`src/rtl/i2s_dma_pkg.sv`:
```
// ============================================================================
// i2s_dma_pkg : state encodings and default sizes shared by the I2S DMA controllers
// Revision 1.0
// ============================================================================
`default_nettype none

package i2s_dma_pkg;

   localparam int DMA_CNT_W      = 9;
   localparam int DMA_LVL_W      = 10;
   localparam int DMA_FIFO_DEPTH = 512;

   typedef enum logic [2:0] {
      ST_IDLE  = 3'd0,
      ST_WAIT  = 3'd1,
      ST_REQ   = 3'd2,
      ST_XFR   = 3'd3,
      ST_DONE  = 3'd4
   } dma_state_e;

endpackage

`default_nettype wire

```
`src/rtl/i2s_dma_sync2ff.sv`:
```
// ============================================================================
// i2s_dma_sync2ff : two-flop synchronizer, cleared by reset or by the I2S enable dropping
// Revision 1.0
// ============================================================================
`default_nettype none

module i2s_dma_sync2ff (
   input  logic clk_i,
   input  logic rst_i,
   input  logic en_i,
   input  logic d_i,
   output logic q_o
);

   logic meta_q;
   logic sync_q;

   always_ff @(posedge clk_i) begin
      if (rst_i || !en_i) begin
         meta_q <= 1'b0;
         sync_q <= 1'b0;
      end else begin
         meta_q <= d_i;
         sync_q <= meta_q;
      end
   end

   assign q_o = sync_q;

endmodule

`default_nettype wire

```
`src/rtl/i2s_slave_tx_dma_sm.sv`:
```
// ============================================================================
// i2s_slave_tx_dma_sm : TX FIFO DMA request/burst controller with underrun flag
// Revision 1.0
// ============================================================================
`default_nettype none

module i2s_slave_tx_dma_sm
   import i2s_dma_pkg::*;
#(
   parameter int CNT_W      = DMA_CNT_W,
   parameter int LVL_W      = DMA_LVL_W,
   parameter int FIFO_DEPTH = DMA_FIFO_DEPTH
) (
   input  logic             WBs_CLK_i,
   input  logic             WBs_RST_i,
   input  logic             I2S_S_EN_i,
   input  logic             DMA_Start_i,
   input  logic [CNT_W-1:0] DMA_CNT_i,
   input  logic [LVL_W-1:0] TXFIFO_Level_i,
   input  logic             TXFIFO_Push_i,
   input  logic             TXFIFO_Pop_i,
   input  logic             TXFIFO_Empty_i,
   input  logic             Underrun_Clr_i,
   input  logic             DMA_Active_i,
   output logic             DMA_REQ_o,
   output logic             DMA_DONE_o,
   output logic             DMA_Clr_o,
   output logic             DMA_Active_o,
   output logic             DMA_Busy_o,
   output logic             Underrun_o,
   output logic [CNT_W-1:0] dma_cntr_o,
   output logic [2:0]       dma_st_o
);

   localparam int SUM_W = ((LVL_W > CNT_W) ? LVL_W : CNT_W) + 1;
   localparam logic [SUM_W-1:0] DEPTH_S = SUM_W'(FIFO_DEPTH);

   dma_state_e       state_q, state_d;
   logic [CNT_W-1:0] cntr_q, cntr_d;
   logic [CNT_W-1:0] len_q, len_d;
   logic             req_q, busy_q, done_q, clr_q, underrun_q;
   logic             req_d, busy_d, done_d, clr_d;
   logic             sync_clr;
   logic             space_ok;

   assign sync_clr = WBs_RST_i || !I2S_S_EN_i;

   // Compare level+len against depth so an over-reported level never wraps into "space available".
   assign space_ok = (SUM_W'(TXFIFO_Level_i) + SUM_W'(len_q)) <= DEPTH_S;

   i2s_dma_sync2ff u_active_sync (
      .clk_i (WBs_CLK_i),
      .rst_i (WBs_RST_i),
      .en_i  (I2S_S_EN_i),
      .d_i   (DMA_Active_i),
      .q_o   (DMA_Active_o)
   );

   always_comb begin
      state_d = state_q;
      cntr_d  = cntr_q;
      len_d   = len_q;
      case (state_q)
         ST_IDLE: begin
            cntr_d = '0;
            if (DMA_Start_i) begin
               state_d = ST_WAIT;
               len_d   = DMA_CNT_i;
            end
         end
         ST_WAIT: begin
            if (!DMA_Start_i)  state_d = ST_IDLE;
            else if (space_ok) state_d = ST_REQ;
         end
         ST_REQ: begin
            // Once SDMA has acknowledged, follow it into XFR even if Start just dropped.
            if (DMA_Active_o)      state_d = ST_XFR;
            else if (!DMA_Start_i) state_d = ST_IDLE;
         end
         ST_XFR: begin
            if (cntr_q == len_q)    state_d = ST_DONE;
            else if (TXFIFO_Push_i) cntr_d  = cntr_q + CNT_W'(1);
         end
         ST_DONE: state_d = ST_IDLE;
         default: state_d = ST_IDLE;
      endcase
   end

   always_comb begin
      req_d  = (state_d == ST_REQ);
      busy_d = (state_d == ST_WAIT) || (state_d == ST_REQ) || (state_d == ST_XFR);
      done_d = (state_d == ST_DONE);
      clr_d  = (state_q == ST_REQ) && (state_d == ST_XFR);
   end

   always_ff @(posedge WBs_CLK_i) begin
      if (sync_clr) begin
         state_q <= ST_IDLE;
         cntr_q  <= '0;
         len_q   <= '0;
         req_q   <= 1'b0;
         busy_q  <= 1'b0;
         done_q  <= 1'b0;
         clr_q   <= 1'b0;
      end else begin
         state_q <= state_d;
         cntr_q  <= cntr_d;
         len_q   <= len_d;
         req_q   <= req_d;
         busy_q  <= busy_d;
         done_q  <= done_d;
         clr_q   <= clr_d;
      end
   end

   // Underrun survives an I2S disable so software can still read why the stream stopped.
   always_ff @(posedge WBs_CLK_i) begin
      if (WBs_RST_i)                          underrun_q <= 1'b0;
      else if (TXFIFO_Pop_i && TXFIFO_Empty_i) underrun_q <= 1'b1;
      else if (Underrun_Clr_i)                underrun_q <= 1'b0;
   end

   assign DMA_REQ_o  = req_q;
   assign DMA_DONE_o = done_q;
   assign DMA_Clr_o  = clr_q;
   assign DMA_Busy_o = busy_q;
   assign Underrun_o = underrun_q;
   assign dma_cntr_o = cntr_q;
   assign dma_st_o   = state_q;

endmodule

`default_nettype wire

```
`config.mk`:
```
export PLATFORM = sky130hd
export DESIGN_NAME = i2s_slave_tx_dma_sm
export DESIGN_NICKNAME = d
export VERILOG_FILES = /design/src/rtl/i2s_dma_pkg.sv /design/src/rtl/i2s_dma_sync2ff.sv /design/src/rtl/i2s_slave_tx_dma_sm.sv
export SDC_FILE = /design/constraint.sdc
export NUM_CORES = 1
export LEC_CHECK = 0
export BUFFER_PORTS_ARGS = -buffer_cell sky130_fd_sc_hd__buf_2
export CAP_MARGIN = 20
export CORE_MARGIN = 2
export CORE_UTILIZATION = 47
export CTS_CLUSTER_SIZE = 20
export DETAILED_ROUTE_END_ITERATION = 8
export PLACE_DENSITY_LB_ADDON = 0.12
export RECOVER_POWER = 50
export SYNTH_ARGS = -nofsm -noshare
export SYNTH_HDL_FRONTEND = slang
export SYNTH_HIERARCHICAL = 1
export SYNTH_SLANG_ARGS = --single-unit
export TNS_END_PERCENT = 10
```
`constraint.sdc`:
```
create_clock -name WBs_CLK_i -period 2.2 [get_ports WBs_CLK_i]
set_clock_uncertainty 0.05 [all_clocks]
set_input_delay 0.11 -clock WBs_CLK_i [delete_from_list [all_inputs] [get_ports WBs_CLK_i]]
set_output_delay 0.11 -clock WBs_CLK_i [all_outputs]
set_load 0.01 [all_outputs]
```
==> results of run 1 <==
[cell families after synthesis]
family	after synthesis	synth area share (%)
flip-flops	28	31.84
multiplexers	2	1.208
AO/OA/AOI/OAI	42	16.28
AND/OR/NAND/NOR	105	30.63
adder cells (fa/ha/maj)	11	8.245
XOR/XNOR	19	9.453
buffers and inverters	9	2.345
[cell type report]
| class | instances | area [um^2] | share of cell area [%] |
|---|---|---|---|
| flip-flops and latches | 28 | 561.8 | 25.83 |
| well taps | 48 | 60.06 | 2.762 |
| clock buffers | 3 | 41.29 | 1.899 |
| multi-input cells | 179 | 1174 | 53.97 |
| clock inverters | 1 | 30.03 | 1.381 |
| inverters | 4 | 15.01 | 0.6904 |
| repair buffers | 57 | 292.8 | 13.46 |
[layer usage]
| metal | vias up | global-route usage [%] | part of all wire [%] |
|---|---|---|---|
| met5 | - | 0 | 0 |
| met2 | 46 | 31.12 | 44 |
| met4 | 0 | 3.906 | 0.57 |
| met1 | 751 | 28.51 | 51 |
| li1 | 871 | - | - |
| met3 | 4 | 3.082 | 4.8 |
[worst paths after layout]
check	startpoint	slack (ns)	to	cells after the start
max	len_q[0]$_SDFFE_PP0P_	-0.11	dma_st_o[0]$_SDFF_PP0_	9
min reg2reg	Underrun_o$_SDFFE_PP0P_	0.43	Underrun_o$_SDFFE_PP0P_	2
min	DMA_CNT_i[0]	0.01	len_q[0]$_SDFFE_PP0P_	3
max reg2reg	len_q[0]$_SDFFE_PP0P_	-0.11	dma_st_o[0]$_SDFF_PP0_	9
[power by group]
part / internal (uW) / total, uW / switching [uW]
registers: 516 / 524 / 7.35
logic: 90.5 / 205 / 115
clock network: 244 / 405 / 161
[sequential cells by signal, summed over array words and instances, names as in the netlist]
name	flops
len_q	9
DMA_REQ_o	1
u_active_sync/q_o	1
u_active_sync/meta_q	1
dma_cntr_o	9
Underrun_o	1
dma_st_o	3
DMA_Clr_o	1
DMA_Busy_o	1
DMA_DONE_o	1
[per-stage QoR]
stage	utilization, %	instance area [um^2]	cells	TNS [ns]	hold WS, ns
finish	59.85	2175	320	-0.2201	0.01077
global route	59.85	2175	320	-0.6492	0.02361
CTS	60.54	2200	320	-0.2924	0.001529
detailed placement	57.64	2095	314	-0.4930	0.2710
global placement	57.64	2095	314	-0.3423	0.2702
floorplan	-	1760	216	0	0.1291
[critical path, delay by kind of cell, from the launching register on]
kind                       cells  cell delay [ns]
DFF                            1             0.34
AOI/OAI and AO/OA              3             0.54
adders and majority gates      2             0.60
and+or+nand+nor                4             0.67
[timing repair]
action,in CTS,in global routing
hold buffers,1,0
pin swaps,6,2
endpoints found under the setup margin,3,3
gates resized for setup,4,0
endpoints found under the hold margin,1,0
setup buffers,1,0
[cells in the final DEF, fill, tap and decap left out, types with 2 or more instances in the layout]
cell	netlist	layout
nand2_1	35	35
nor2_1	32	32
buf_2	0	28
dfxtp_1	28	27
clkbuf_1	3	18
a21oi_1	17	17
xor2_1	12	12
buf_4	0	10
ha_1	10	9
xnor2_1	7	7
nand4_1	7	7
o21ai_1	6	6
nand3_1	4	4
o21ai_0	4	4
nand2b_1	4	4
and3_1	4	4
inv_1	4	4
a211oi_2	3	3
and3b_1	3	3
clkbuf_8	0	3
nor2b_1	2	2
a41oi_1	2	2
nor4_1	2	2
a31oi_1	2	2
==> flow_summary.ini, run 1 <==
[final_layout]
area_growth_pct = 23.53
nFillCells = 368
drive_gt1_share_pct = 21.32
nets = 312
antenna-diode-count = 0

[floorplanning]
core_area_um2 = 3633
num_rows = 22
die_h_um = 65.20
die_area_um2 = 4251
start_util_pct = 48.45
io_pins = 46
die_width_um = 65.20

[flow_run]
drv_cap = 0

[placed_design]
dpl.hpwl_um = 3182
pre_cts_ws_ns = -0.2051
gp_congestion = 0.8828
io_buffers = 45

[drt]
avgViaCountPerCell = 5.225
vias = 1672
drt-initial-drc-count = 84
drc = 0
final_antenna_net_count = 0
wire_per_inst_um = 12.67
wirelength_um = 4054
drt-pass1-iter-count = 4

[critical_path]
slowest_stage = fa_2
cp-end-kind = register
arrival_ns = 2.40
required_ns = 2.30
slowest_delay_ns = 0.44
start_kind = register
path_class = register to register
crit_chain = ha_4, fa_2, nor2_1, o21ai_1, a2111oi_2, nand4_1, nor4_2, nand3_1, o2bb2ai_1
cp_max_fo = 3

[clock_tree]
cts.path.max_buffers = 2
clkSlewWorstSetupHoldPaths_ns = 0.09
clock_latency_ns = 0.28
cts_tree = built
cts_num_sinks = 28
htree_num_levels = 1
root_buffer = clkbuf_8
numCtsBuffers = 3

[pwr]
power_uw = 1134
peakVddDrop_uv = 337.1
power_density_nw_per_um2 = 521.4
p_leak_uw = 0.0008912

[logic_synthesis]
ys_seq_area_share_pct = 31.84
yosysTopAreaCell = dfxtp_1
ys_warn_count = 6
synth_seq_cells = 28
synth_top_area_share_pct = 31.84
synthesis.nets = 255
yosysUniqueCellTypes = 46
yosys-top-cells-area = dfxtp_1 (32%), nand2_1 (7.5%), ha_1 (7.1%)
syn_area_um2 = 1760
synthTopCellsByCount = nand2_1 (35), nor2_1 (32), dfxtp_1 (28)
yosysMostFrequentCell = nand2_1
async_reset_ff_share_pct = 0
ys.flop_type = dfxtp_1
synth_edf_count = 0
synth_cells = 216
avgSynthCellArea_um2 = 8.150

[status]
violations = negative setup slack
status = complete, but fails checks

[global_routing]
grt_pass1_wl_um = 6679
grt_max_degree = 18
grt_pass1_vias = 1464
grt_antenna_before_repair = 0
grt_remaining_overflow = 0
grt_use_total_pct = 19.70

[sta]
post-route-min-period_ns = 2.309
fin_crit_sh_pct = 104.9
drv_slew = 0
tightest_slew_ns = 0.6959
setup_viol = 3
max_freq_mhz = 433.2
max-slew-margin-rel_pct = 53.61
finalHoldViolCount = 0
fin_ws_ns = -0.1086
rsz0062_at_grt = true

[worst_hold_path]
hold_path.class = input port to register
No activity file was read; power rests on OpenSTA's default activity.
==> run 2: changes to the inputs <==
--- a/config.mk
+++ b/config.mk
@@ -6,13 +6,13 @@
 export NUM_CORES = 1
 export LEC_CHECK = 0
 export BUFFER_PORTS_ARGS = -buffer_cell sky130_fd_sc_hd__buf_2
-export CAP_MARGIN = 20
 export CORE_MARGIN = 2
 export CORE_UTILIZATION = 47
 export CTS_CLUSTER_SIZE = 20
 export DETAILED_ROUTE_END_ITERATION = 8
+export HOLD_SLACK_MARGIN = 0.06
 export PLACE_DENSITY_LB_ADDON = 0.12
-export RECOVER_POWER = 50
+export RECOVER_POWER = 100
 export SYNTH_ARGS = -nofsm -noshare
 export SYNTH_HDL_FRONTEND = slang
 export SYNTH_HIERARCHICAL = 1
==> flow_summary.ini, run 2 (synthesis gave the netlist of run 1 again) <==
[critical_path]
startpoint = len_q[0]$_SDFFE_PP0P_
r2r-start = len_q[0]$_SDFFE_PP0P_
crit_path_end = dma_st_o[0]$_SDFF_PP0_
path_class = register to register
r2r_setup_slack_ns = -0.11
start_kind = register
cp_max_fo = 3
arrival_ns = 2.40
crit_chain = ha_4, fa_2, nor2_1, o21ai_1, a2111oi_2, nand4_1, nor4_2, nand3_1, o2bb2ai_1
required_ns = 2.29
slowest_delay_ns = 0.44
r2r_cells = 9
cp-end-kind = register
r2r-end = dma_st_o[0]$_SDFF_PP0_
slowest_stage = fa_2

[drt]
maxUsedRoutingLayer = met4
wirelength_um = 4220
final_antenna_net_count = 0
met3WireLength_um = 174
wire_per_inst_um = 12.67
vias = 1720
avgViaCountPerCell = 5.165
drc = 0
wl_met2_um = 1909
drt-met1-wl_um = 2113
drt-initial-drc-count = 91
drt-pass1-iter-count = 4

[pwr]
peakVddDrop_uv = 350.2
power_density_nw_per_um2 = 501.8
p_leak_uw = 0.0009418

[flow_run]
drv_cap = 0

[final_layout]
area_growth_pct = 30.21
layout.cells.most_common = nand2_1
final_cell_mix = nand2_1 (35), nor2_1 (32), buf_2 (28)
antenna-diode-count = 0
final_area_um2 = 2292
nets = 325
drive_gt1_share_pct = 20.00

[clock_tree]
cts_num_sinks = 28
cts.path.max_buffers = 2
cts_tree = built
clock_latency_ns = 0.28
root_buffer = clkbuf_8
numCtsBuffers = 3
clkSlewWorstSetupHoldPaths_ns = 0.09
htree_num_levels = 1

[sta]
tightest_slew_ns = 0.7215
fin_crit_sh_pct = 105.0
max-slew-margin-rel_pct = 51.90
post-route-min-period_ns = 2.309
setup_viol = 3
rsz0062_at_grt = true
finalHoldViolCount = 0
fin_ws_ns = -0.1091
drv_slew = 0
max_freq_mhz = 433.1

[floorplanning]
die_area_um2 = 4251
die_h_um = 65.20
die_width_um = 65.20
start_util_pct = 48.45
io_pins = 46
num_rows = 22
core_area_um2 = 3633

[global_routing]
grt_remaining_overflow = 0
grt_pass1_vias = 1518
grt_use_total_pct = 20.42
grt_max_degree = 18
grt_pass1_wl_um = 6913
grt_antenna_before_repair = 0

[placed_design]
gp_congestion = 0.8828
dpl.hpwl_um = 3182
pre_cts_ws_ns = -0.2051
io_buffers = 45
placed_cell_area_um2 = 2095

[status]
violations = negative setup slack
status = complete, but fails checks

[worst_hold_path]
hold_path.class = input port to register
-- run 2: cell count changes in the layout (fill, tap and decap cells not counted) --
| cell | delta |
|---|---|
| nor4_4 | -1 |
| clkbuf_1 | +1 |
| buf_4 | -1 |
| dlygate4sd3_1 | +13 |
| nor4_2 | +1 |
-- run 2: area by class of cell --
cell class	count	area, um^2
clock inverter	1	30.03
fill	354	1341
timing repair buffer	70	419.2
multi-input combinational	179	1165
inverter	4	15.01
tap	48	60.06
clock buffer	3	41.29
sequential	28	561.8
-- run 2: worst min-delay path by stage --
stage                 from                       to  slack [ns]  cells past startpoint
4_1_cts        DMA_Start_i     DMA_REQ_o$_SDFF_PP0_        0.17                      3
2_1_floorplan    WBs_RST_i  Underrun_o$_SDFFE_PP0P_        0.13                      1
5_1_grt        DMA_Start_i     DMA_REQ_o$_SDFF_PP0_        0.19                      3
3_3_place_gp     WBs_RST_i  Underrun_o$_SDFFE_PP0P_        0.27                      2
6_report       DMA_Start_i     DMA_REQ_o$_SDFF_PP0_        0.17                      3
3_5_place_dp     WBs_RST_i  Underrun_o$_SDFFE_PP0P_        0.27                      2
-- run 2: where the power goes --
| group | switching (uW) | leakage (uW) | total (uW) | internal, uW |
|---|---|---|---|---|
| clock | 163 | 0.0000357 | 407 | 244 |
| combinational | 116 | 0.000679 | 219 | 103 |
| sequential | 7.35 | 0.000227 | 524 | 516 |
| total | 287 | 0.000942 | 1150 | 863 |
-- run 2: per-layer routing --
layer,GRT usage (%),vias to the layer above
met5,0,-
met4,3.906,0
met3,2.568,4
met2,33.42,43
met1,29.05,777
li1,-,896
-- run 2: metrics by stage --
step	utilization [%]	TNS [ns]	std cells	total power, uW	hold slack (ns)
after CTS	64.12	-0.2924	333	1162	0.1681
after global routing	63.09	-0.7823	333	1201	0.1931
final	63.09	-0.2198	333	1150	0.1683
after floorplan	-	0	216	669.9	0.1291
after global placement	57.64	-0.3423	314	734.5	0.2702
after detailed placement	57.64	-0.4930	314	735.8	0.2710
-- run 2: worst max-delay path: cells and delay by family (launching register included) --
| kind | cells | cell delay [ns] |
|---|---|---|
| fa+ha+maj | 2 | 0.60 |
| compound gates | 3 | 0.54 |
| simple gates | 4 | 0.67 |
| flops | 1 | 0.34 |
-- run 2: repair_timing --
| action | in CTS | in global routing |
|---|---|---|
| setup buffers | 1 | 0 |
| pin swaps | 6 | 2 |
| resized for setup | 4 | 0 |
| endpoints found under the hold margin | 12 | 0 |
| hold buffers | 14 | 0 |
| endpoints found under the setup margin | 3 | 3 |
